[src/rtl/lock_pkg.sv]
// Shared types and widths for the lockout supervisor and its helpers.
package lock_pkg;

  localparam int unsigned KEY_W  = 10;
  localparam int unsigned FAIL_W = 4;

  typedef enum logic [1:0] {
    StIdle,
    StWaitResult,
    StOpen,
    StLockout
  } lock_state_e;

  // Saturating increment for the consecutive-failure counter.
  function automatic logic [FAIL_W-1:0] sat_inc(input logic [FAIL_W-1:0] v);
    return (v == '1) ? v : v + 1'b1;
  endfunction

endpackage

[src/rtl/lockout_supervisor_edge.sv]
// Rising-edge detector: one-cycle pulse when the input goes from low to high.
module edge_detect (
  input  logic clk_i,
  input  logic rst_i,
  input  logic d_i,
  output logic pulse_o
);

  logic d_q;

  // Previous sample; cleared on reset so a level already high afterwards reads as an edge.
  always_ff @(posedge clk_i) begin
    if (rst_i) begin
      d_q <= 1'b0;
    end else begin
      d_q <= d_i;
    end
  end

  assign pulse_o = d_i & ~d_q;

endmodule

[src/rtl/lockout_supervisor.sv]
// Sequences entry attempts against combo_lock, counts consecutive failures and
// imposes escalating lockouts, with a sticky alarm on repeated max-length lockouts.
module lockout_supervisor
  import lock_pkg::*;
#(
  parameter int unsigned MAX_FAILS      = 3,
  parameter int unsigned BASE_LOCKOUT   = 1000,
  parameter int unsigned MAX_SHIFT      = 4,
  parameter int unsigned RESULT_TIMEOUT = 16,
  parameter int unsigned TIMER_W        = 24
) (
  input  logic               clk,
  input  logic               hard_rst,
  input  logic [KEY_W-1:0]   keypad_in,
  input  logic               enter_in,
  input  logic               rst_in,
  input  logic               clr_in,
  input  logic               unlock,
  input  logic               incorrect,
  output logic [KEY_W-1:0]   keypad_out,
  output logic               enter_out,
  output logic               rst_out,
  output logic               clr_out,
  output logic               locked_out,
  output logic [FAIL_W-1:0]  fail_count,
  output logic [TIMER_W-1:0] lockout_remaining,
  output logic               alarm
);

  localparam int unsigned LVL_W  = $clog2(MAX_SHIFT + 2);
  localparam int unsigned WAIT_W = $clog2(RESULT_TIMEOUT + 1);
  localparam logic [63:0] TimerMax = (64'd1 << TIMER_W) - 64'd1;

  logic enter_rise, unlock_rise, incorrect_rise;

  edge_detect u_enter_edge (
    .clk_i   (clk),
    .rst_i   (hard_rst),
    .d_i     (enter_in),
    .pulse_o (enter_rise)
  );

  edge_detect u_unlock_edge (
    .clk_i   (clk),
    .rst_i   (hard_rst),
    .d_i     (unlock),
    .pulse_o (unlock_rise)
  );

  edge_detect u_incorrect_edge (
    .clk_i   (clk),
    .rst_i   (hard_rst),
    .d_i     (incorrect),
    .pulse_o (incorrect_rise)
  );

  lock_state_e        state_q, state_d;
  logic [FAIL_W-1:0]  fail_q, fail_d, fail_inc;
  logic [LVL_W-1:0]   level_q, level_d, shift;
  logic [WAIT_W-1:0]  wait_q, wait_d;
  logic [TIMER_W-1:0] timer_q, timer_d, lock_len;
  logic [63:0]        dur_wide;
  logic               alarm_q, alarm_d;
  logic [KEY_W-1:0]   keypad_q, keypad_d;
  logic               enter_q, enter_d;
  logic               rst_q, rst_d;
  logic               clr_q, clr_d;
  logic               locked_q, locked_d;

  // Lockout length for the current level, clamped to the timer width rather than wrapping.
  always_comb begin
    shift    = (level_q > LVL_W'(MAX_SHIFT)) ? LVL_W'(MAX_SHIFT) : level_q;
    dur_wide = 64'(BASE_LOCKOUT) << shift;
    lock_len = (dur_wide > TimerMax) ? '1 : dur_wide[TIMER_W-1:0];
  end

  // Next-state and next-output logic.
  always_comb begin
    state_d  = state_q;
    fail_d   = fail_q;
    level_d  = level_q;
    wait_d   = wait_q;
    timer_d  = timer_q;
    alarm_d  = alarm_q;
    keypad_d = '0;
    enter_d  = 1'b0;
    clr_d    = 1'b0;
    rst_d    = rst_in;
    locked_d = 1'b0;
    fail_inc = sat_inc(fail_q);

    unique case (state_q)
      StIdle: begin
        keypad_d = keypad_in;
        clr_d    = clr_in;
        if (enter_rise) begin
          enter_d = 1'b1;
          wait_d  = '0;
          state_d = StWaitResult;
        end
      end
      StWaitResult: begin
        if (unlock_rise) begin
          state_d = StOpen;
        end else if (incorrect_rise) begin
          if (fail_inc == FAIL_W'(MAX_FAILS)) begin
            state_d  = StLockout;
            timer_d  = lock_len;
            locked_d = 1'b1;
            fail_d   = '0;
            // Alarm only once a max-length lockout has already been served.
            if (level_q > LVL_W'(MAX_SHIFT)) begin
              alarm_d = 1'b1;
            end
            if (level_q < LVL_W'(MAX_SHIFT + 1)) begin
              level_d = level_q + 1'b1;
            end
          end else begin
            fail_d  = fail_inc;
            state_d = StIdle;
          end
        end else if (wait_q == WAIT_W'(RESULT_TIMEOUT - 1)) begin
          state_d = StIdle;
        end else begin
          wait_d = wait_q + 1'b1;
        end
      end
      StOpen: begin
        keypad_d = keypad_in;
        clr_d    = clr_in;
        enter_d  = enter_rise;
        // unlock was high on entry, so a low level here means it fell.
        if (!unlock || rst_in) begin
          state_d = StIdle;
        end
      end
      StLockout: begin
        if (timer_q <= TIMER_W'(1)) begin
          timer_d = '0;
          state_d = StIdle;
        end else begin
          timer_d  = timer_q - 1'b1;
          locked_d = 1'b1;
        end
      end
    endcase

    // A successful unlock anywhere forgives past failures and escalation.
    if (unlock_rise) begin
      fail_d  = '0;
      level_d = '0;
    end
  end

  // State and registered outputs.
  always_ff @(posedge clk) begin
    if (hard_rst) begin
      state_q  <= StIdle;
      fail_q   <= '0;
      level_q  <= '0;
      wait_q   <= '0;
      timer_q  <= '0;
      alarm_q  <= 1'b0;
      keypad_q <= '0;
      enter_q  <= 1'b0;
      rst_q    <= 1'b0;
      clr_q    <= 1'b0;
      locked_q <= 1'b0;
    end else begin
      state_q  <= state_d;
      fail_q   <= fail_d;
      level_q  <= level_d;
      wait_q   <= wait_d;
      timer_q  <= timer_d;
      alarm_q  <= alarm_d;
      keypad_q <= keypad_d;
      enter_q  <= enter_d;
      rst_q    <= rst_d;
      clr_q    <= clr_d;
      locked_q <= locked_d;
    end
  end

  assign keypad_out        = keypad_q;
  assign enter_out         = enter_q;
  assign rst_out           = rst_q;
  assign clr_out           = clr_q;
  assign locked_out        = locked_q;
  assign fail_count        = fail_q;
  assign lockout_remaining = timer_q;
  assign alarm             = alarm_q;

endmodule
[config.mk]
export PLATFORM = sky130hd
export DESIGN_NAME = lockout_supervisor
export DESIGN_NICKNAME = d
export VERILOG_FILES = /design/src/rtl/lock_pkg.sv /design/src/rtl/lockout_supervisor_edge.sv /design/src/rtl/lockout_supervisor.sv
export SDC_FILE = /design/constraint.sdc
export NUM_CORES = 1
export LEC_CHECK = 0
export ABC_AREA = 1
export CORE_ASPECT_RATIO = 0.8
export CORE_MARGIN = 8
export CORE_UTILIZATION = 30
export DETAILED_ROUTE_END_ITERATION = 7
export PLACE_DENSITY_LB_ADDON = 0.12
export SLEW_MARGIN = 10
export SYNTH_ARGS = -nofsm -noshare
export SYNTH_HDL_FRONTEND = slang
export SYNTH_SLANG_ARGS = --single-unit
export TNS_END_PERCENT = 30
[constraint.sdc]
create_clock -name clk -period 1.5 [get_ports clk]
set_input_delay 0.15 -clock clk [delete_from_list [all_inputs] [get_ports clk]]
set_output_delay 0.15 -clock clk [all_outputs]
set_load 0.1 [all_outputs]
==> impl_metrics.tcl, run 1 <==
set metrics [dict create \
    outcome "finished with violations" \
    violations "setup timing" \
    synth_xor_area_share_pct 3.00 \
    hold_violations 0 \
    synth_top_area_share_pct 34.9 \
    slew_headroom_pct 68.3 \
    ys.flop_type "dfxtp_1" \
    num_vias 3328 \
    grt_pass1_wl_um 16600 \
    leakage_nw 2.58 \
    yosys_register_bits 56 \
    netlist_instances 448 \
    grt_max_degree 22 \
    ctsHoldBuffers 0 \
    gr-total-overflow 0 \
    ys_async_sr_fraction_pct 0 \
    synthTopCellsByArea "dfxtp_1, nand2_1, nor2_1" \
    drv_cap 0 \
    synthAdderAreaFrac_pct 2.73 \
    syn_avg_cell_area_um2 7.17 \
    critPathKind "register to register" \
    cts_root_buf "clkbuf_16" \
    ys_types 38 \
    nets 629 \
    worstHoldPathType "primary input to register" \
    dp_hpwl_um 7490 \
    drive_above_1_share_pct 49.8 \
    initial_utilization_pct 31.1 \
    clk_latency_ns 0.29 \
    drtAntennaViolNets 0 \
    clk_pin_slew_worst_paths_ns 0.07 \
    period_needed_ns 1.61 \
    fp.dieH_um 109 \
    dieArea_um2 14300 \
    ir_drop_mv 0.539 \
    cts_htree_levels 2 \
    core.rowCount 33 \
    die_w_um 132 \
    core_area_um2 10300 \
    setup_slack_ns -0.115 \
    fin_cells 746 \
    placed_cells 729 \
    period_share_pct 108 \
    ys_top_cells_by_count "nand2_1, nor2_1, inv_1, dfxtp_1, o21ai_0" \
    antenna_cells 0 \
    synth-seq-area-share_pct 34.9 \
    design_area_um2 5720 \
    grtUsageTotal_pct 14.0 \
    ios 60 \
    yosys_warnings 0 \
    viasPerCell 4.46 \
    yosys.area_share.simple_pct 37.5 \
    place_ws_ns -0.227 \
    cts_tree "done" \
    cp.arrival_ns 1.85 \
    drtIter0Drc 163 \
    syn_to_final_growth_pct 78.1 \
    worstPathMaxFanout 6 \
    syn-cell-area_um2 3210 \
    antenna_found_initial 0 \
    placed_area_um2 5200 \
    rsz0062_at_grt "true" \
    post_drt_wl_per_cell_um 13.2 \
    powerDensity_nw_per_um2 713 \
    drc 0 \
    cp-end-kind "register" \
    setup_viol 28 \
    synth_area_leader_cell "dfxtp_1" \
    max_freq_mhz 619 \
    worst-r2r-setup-slack_ns -0.11 \
    slew_violations 0 \
    grt_pass1_vias 3385 \
    synth_nets 472 \
    cts.sinks 56 \
    synthMuxAreaShare_pct 0 \
    critPathLaunchType "register" \
    skew_ns 0.00248 \
    synth_compound_area_share_pct 12.2 \
    io_buffers 59 \
    timing.hold.ws_ns 0.367 \
    first_pass_iters 6 \
    worstPathRequired_ns 1.74 \
    gp_congestion 0.835 \
    wl_um 9820 \
    worstMarginPinSlew_ns 0.472 \
    post-route-util_pct 55.4 \
    synth_edf_count 0 \
    cts.path.max_buffers 2 \
    synth_top_family_by_area "simple AND/OR/NAND/NOR gates" \
    numCtsBuffers 5 \
]
==> path summary, 6_finish.rpt <==
| kind | startpoint | to | cells after the start |
|---|---|---|---|
| worst max-delay path | fail_count[0] | lockout_remaining[23] | 12 |
| worst min-delay path | clr_in | clr_out | 3 |
| worst min register to register | u_enter_edge.d_q | enter_out | 1 |
| worst max register to register | fail_count[0] | lockout_remaining[23] | 12 |
==> stage by stage <==
step | setup TNS [ns] | power [mW]
final | -1.81 | 4.08
after global placement | -3.61 | 2.79
after detailed placement | -4.69 | 2.80
after CTS | -1.82 | 4.06
after global routing | -4.78 | 4.29
after floorplan | -4.87 | 2.31
==> sequential cells by signal, indices dropped and copies added, names as in the netlist <==
register,count
lockout_remaining,24
keypad_out,10
wait_q,5
fail_count,4
level_q,3
state_q,2
alarm,1
clr_out,1
enter_out,1
locked_out,1
rst_out,1
u_enter_edge.d_q,1
u_incorrect_edge.d_q,1
u_unlock_edge.d_q,1
==> layout by cell type (no fill, tap or decap), types with 3 or more instances in the layout <==
cell type,synthesis,routed
xnor2_1,5,5
nand2_1,79,68
o21ai_2,1,11
inv_1,58,53
nand2_2,7,11
dfxtp_4,0,17
a21oi_2,10,15
nor3_1,8,7
nand3_1,27,21
nor2_1,79,61
clkbuf_16,0,5
ha_4,0,3
buf_6,1,8
nand3_2,2,7
o21ai_0,28,13
nand2_4,9,16
dfxtp_1,56,26
inv_4,0,6
nor2_2,8,19
dfxtp_2,0,13
buf_4,0,87
xor2_1,6,6
a21oi_1,21,16
o21ai_1,0,4
buf_12,1,47
nor2_4,8,15
nand3_4,4,5
clkdlybuf4s50_1,0,16
==> cells by family (layout without fill, tap and decap cells) <==
family                     Yosys count  count (layout)
buffers and inverters               70             227
DFF                                 56              56
adders and majority gates            7               7
xor gates and xnor gates            11              11
and+or+nand+nor                    238             239
AOI/OAI and AO/OA                   66              66
==> where the power goes <==
| part | internal [mW] | leakage, nW | switching, mW |
|---|---|---|---|
| Clock | 0.626 | 0.0747 | 0.576 |
| Combinational | 0.523 | 2.03 | 0.784 |
| Sequential | 1.52 | 0.476 | 0.0484 |
| Total | 2.67 | 2.58 | 1.41 |
==> critical path: stages, from the launching register on <==
cell     delay, ns
dfxtp_4       0.37
ha_4          0.16
inv_2         0.05
nand2_4       0.06
nand3_4       0.08
nor2_4        0.14
nand3_4       0.17
nand2_8       0.18
buf_6         0.13
nand2_2       0.05
nand2_2       0.06
nand2_2       0.05
nor2_2        0.06
==> timing repair <==
item / in CTS / in global routing
gates cloned: 1 / 0
pin swaps: 10 / 18
setup endpoints to repair: 36 / 37
setup buffers: 5 / 3
gates resized for setup: 50 / 46
==> cell type report <==
class                           instances  area (um^2)
Fill cell                             956         4600
Multi-Input combinational cell        323         2110
Timing Repair Buffer                  158         1840
Sequential cell                        56         1200
Inverter                               61          241
Tap cell                              140          175
Clock buffer                            5          125
Clock inverter                          3         21.3
==> per-layer routing <==
layer,GRT usage (%),vias up,wire length (um)
met5,0,-,0
met4,2.94,0,70
met3,4.08,5,519
met2,22.3,55,4430
met1,18.6,1536,4800
li1,-,1732,-
Note: power is estimated with default switching activity, not from simulation.
==> run 2, diff against run 1 <==
Settings changed: ABC_AREA 1 to unset, ABC_CLOCK_PERIOD_IN_PS set to 1500, CELL_PAD_IN_SITES_DETAIL_PLACEMENT set to 1, CELL_PAD_IN_SITES_GLOBAL_PLACEMENT set to 2, CORE_UTILIZATION 30 to 26.
==> run 2 against run 1 <==
  * The flow still finishes with violations (setup timing)
  * Worst hold slack gained 0.033 ns
  * Die area grew 2.4%
  * Non-clock buffer count grew 11
  * Synthesized cell count shrank 19%
  * Clock power grew 5%
==> impl_metrics.tcl, run 2 <==
set metrics [dict create \
    outcome "finished with violations" \
    violations "setup timing" \
    fillers 1244 \
    setup_slack_ns -1.01 \
    syn-cell-area_um2 2860 \
    first_pass_iters 4 \
    antenna_found_initial 0 \
    worstPathMaxFanout 2 \
    slew_headroom_pct 53.6 \
    drv_cap 0 \
    placed_area_um2 4770 \
    io_buffers 59 \
    cp.arrival_ns 2.77 \
    critPathKind "register to register" \
    path_cells "or4_4, or4_4, or4_4, or4b_4, nand3_2" \
    grt_pass1_wl_um 19700 \
    cp-end-kind "register" \
    max_freq_mhz 398 \
    clk_pin_slew_worst_paths_ns 0.08 \
    cpMaxStageDelayCell "or4_4" \
    timing.hold.ws_ns 0.399 \
    synth_nets 387 \
    gp_congestion 0.812 \
    period_share_pct 167 \
    yosys_warnings 0 \
    powerDensity_nw_per_um2 651 \
    fp.dieH_um 110 \
    synth_edf_count 0 \
    ios 60 \
    core.rowCount 34 \
    clk_latency_ns 0.30 \
    drtAntennaViolNets 0 \
    slew_violations 0 \
    power.total_mw 3.47 \
    period_needed_ns 2.51 \
    drc 0 \
    final_cell_mix "buf_4, buf_12, nor2_1" \
    cts.sinks 56 \
    ys.flop_type "dfxtp_1" \
    synth_area_leader_cell "dfxtp_1" \
    yosysMostFrequentCell "dfxtp_1" \
    skew_ns 0.00972 \
    cts_root_buf "clkbuf_16" \
    min_path_cells 2 \
    cts_htree_levels 2 \
    critPathLaunchType "register" \
    cpMostUsedCell "or4_4" \
    design_area_um2 5330 \
    netlist_instances 363 \
    synth_top_area_share_pct 39.2 \
    drtIter0Drc 167 \
    syn_avg_cell_area_um2 7.89 \
    reg2reg_depth 5 \
    drive_above_1_share_pct 45.0 \
    leakage_nw 2.17 \
    cts.path.max_buffers 2 \
    synth-seq-area-share_pct 39.2 \
    nets 539 \
    core_area_um2 10800 \
    dp_hpwl_um 8650 \
    final_common_cell "buf_4" \
    die_w_um 133 \
    worstHoldPathType "primary input to register" \
    grt_pass1_vias 3573 \
    antenna_cells 0 \
    ctsHoldBuffers 0 \
    post_drt_wl_per_cell_um 18.1 \
    syn_to_final_growth_pct 86.3 \
    cts_tree "done" \
    setup_viol 38 \
    rsz0062_at_grt "true" \
    dieArea_um2 14600 \
    largest_reg_flops 24 \
    hp-start "keypad_in[8]" \
    viasPerCell 5.08 \
    grtUsageTotal_pct 16.7 \
    numCtsBuffers 5 \
    r2r_start "lockout_remaining[12]" \
    worstMarginPinSlew_ns 0.686 \
    slowest_delay_ns 0.57 \
    gr-total-overflow 0 \
    synthTopCellsByArea "dfxtp_1, a21oi_1, nor2_1" \
    hold_violations 0 \
    wl_um 11900 \
    num_vias 3356 \
    ys_top_cells_by_count "dfxtp_1, a21oi_1, nor2_1, nand2_1" \
    worstPathRequired_ns 1.75 \
    place_ws_ns -1.04 \
    grt_max_degree 22 \
    cp-startpoint "lockout_remaining[12]" \
    yosys_register_bits 56 \
    ys_types 47 \
    totalNegativeSetupSlack_ns -17.06 \
    initial_utilization_pct 26.5 \
    ys_async_sr_fraction_pct 0 \
    ir_drop_mv 0.443 \
]
run 2: cell types whose count changed in the layout (fill, tap and decap cells not counted), sizes merged, moves of 7 or more:
cell	previous run	this run
buf	142	153
o32ai	0	8
nor4	1	12
nand2	96	31
o21ai	30	9
and2	0	12
nor2	96	33
or4	0	7
nand3	33	12
nor2b	0	9
inv	61	21
run 2: layout make-up:
class                      count  area [um^2]  share of cell area, %
clock buffer                   5          125                   2.35
clock inverter                 3         25.0                  0.469
inverter                      20         78.8                   1.48
multi-input combinational    263         1860                   34.8
sequential                    56         1170                   22.0
tap                          144          180                   3.38
timing repair buffer         169         1900                   35.6
run 2: cells by family (layout without fill, tap and decap cells):
group | after synthesis | after routing | synth area share, %
buffers and inverters | 44 | 197 | 5.86
muxes | 2 | 2 | 0.699
and+or+nand+nor | 163 | 163 | 30.2
AOI/OAI and AO/OA | 87 | 87 | 19.8
adders and majority gates | 7 | 7 | 3.06
xor gates and xnor gates | 4 | 4 | 1.22
DFF | 56 | 56 | 39.2
run 2: where the power goes:
| group | internal [mW] | total, mW | switching [mW] |
|---|---|---|---|
| Clock | 0.634 | 1.26 | 0.622 |
| Sequential | 1.51 | 1.54 | 0.0282 |
| Combinational | 0.288 | 0.681 | 0.393 |
| Total | 2.43 | 3.47 | 1.04 |
run 2: through the flow:
step	util (%)	std cells
after global placement	44.2	641
after global routing	49.4	660
after CTS	47.8	657
after detailed placement	44.2	641
after floorplan	-	363
final	49.4	660
run 2: path summary, 6_finish.rpt:
kind,endpoint,slack [ns]
hold reg to reg,enter_out,0.47
setup reg to reg,lockout_remaining[21],-1.01
setup / recovery,lockout_remaining[21],-1.01
hold / removal,keypad_out[8],0.40
run 2: timing repair:
action | CTS | global route
buffers inserted | 6 | 3
pin swaps | 7 | 6
gates resized for setup | 43 | 31
setup endpoints to repair | 38 | 40
cloned | 2 | 0
run 2: critical path, delay by kind of cell, from the launching register on:
family	cells	cell delay, ns
flops	1	0.35
simple gates	5	2.13
run 2: layer usage:
metal  track usage [%]  vias up  wire (um)
met5                 0        -          0
met4              3.60        0        133
met3              4.02       14        514
met2              26.4       64       5380
met1              22.6     1656       5910
li1                  -     1622          -
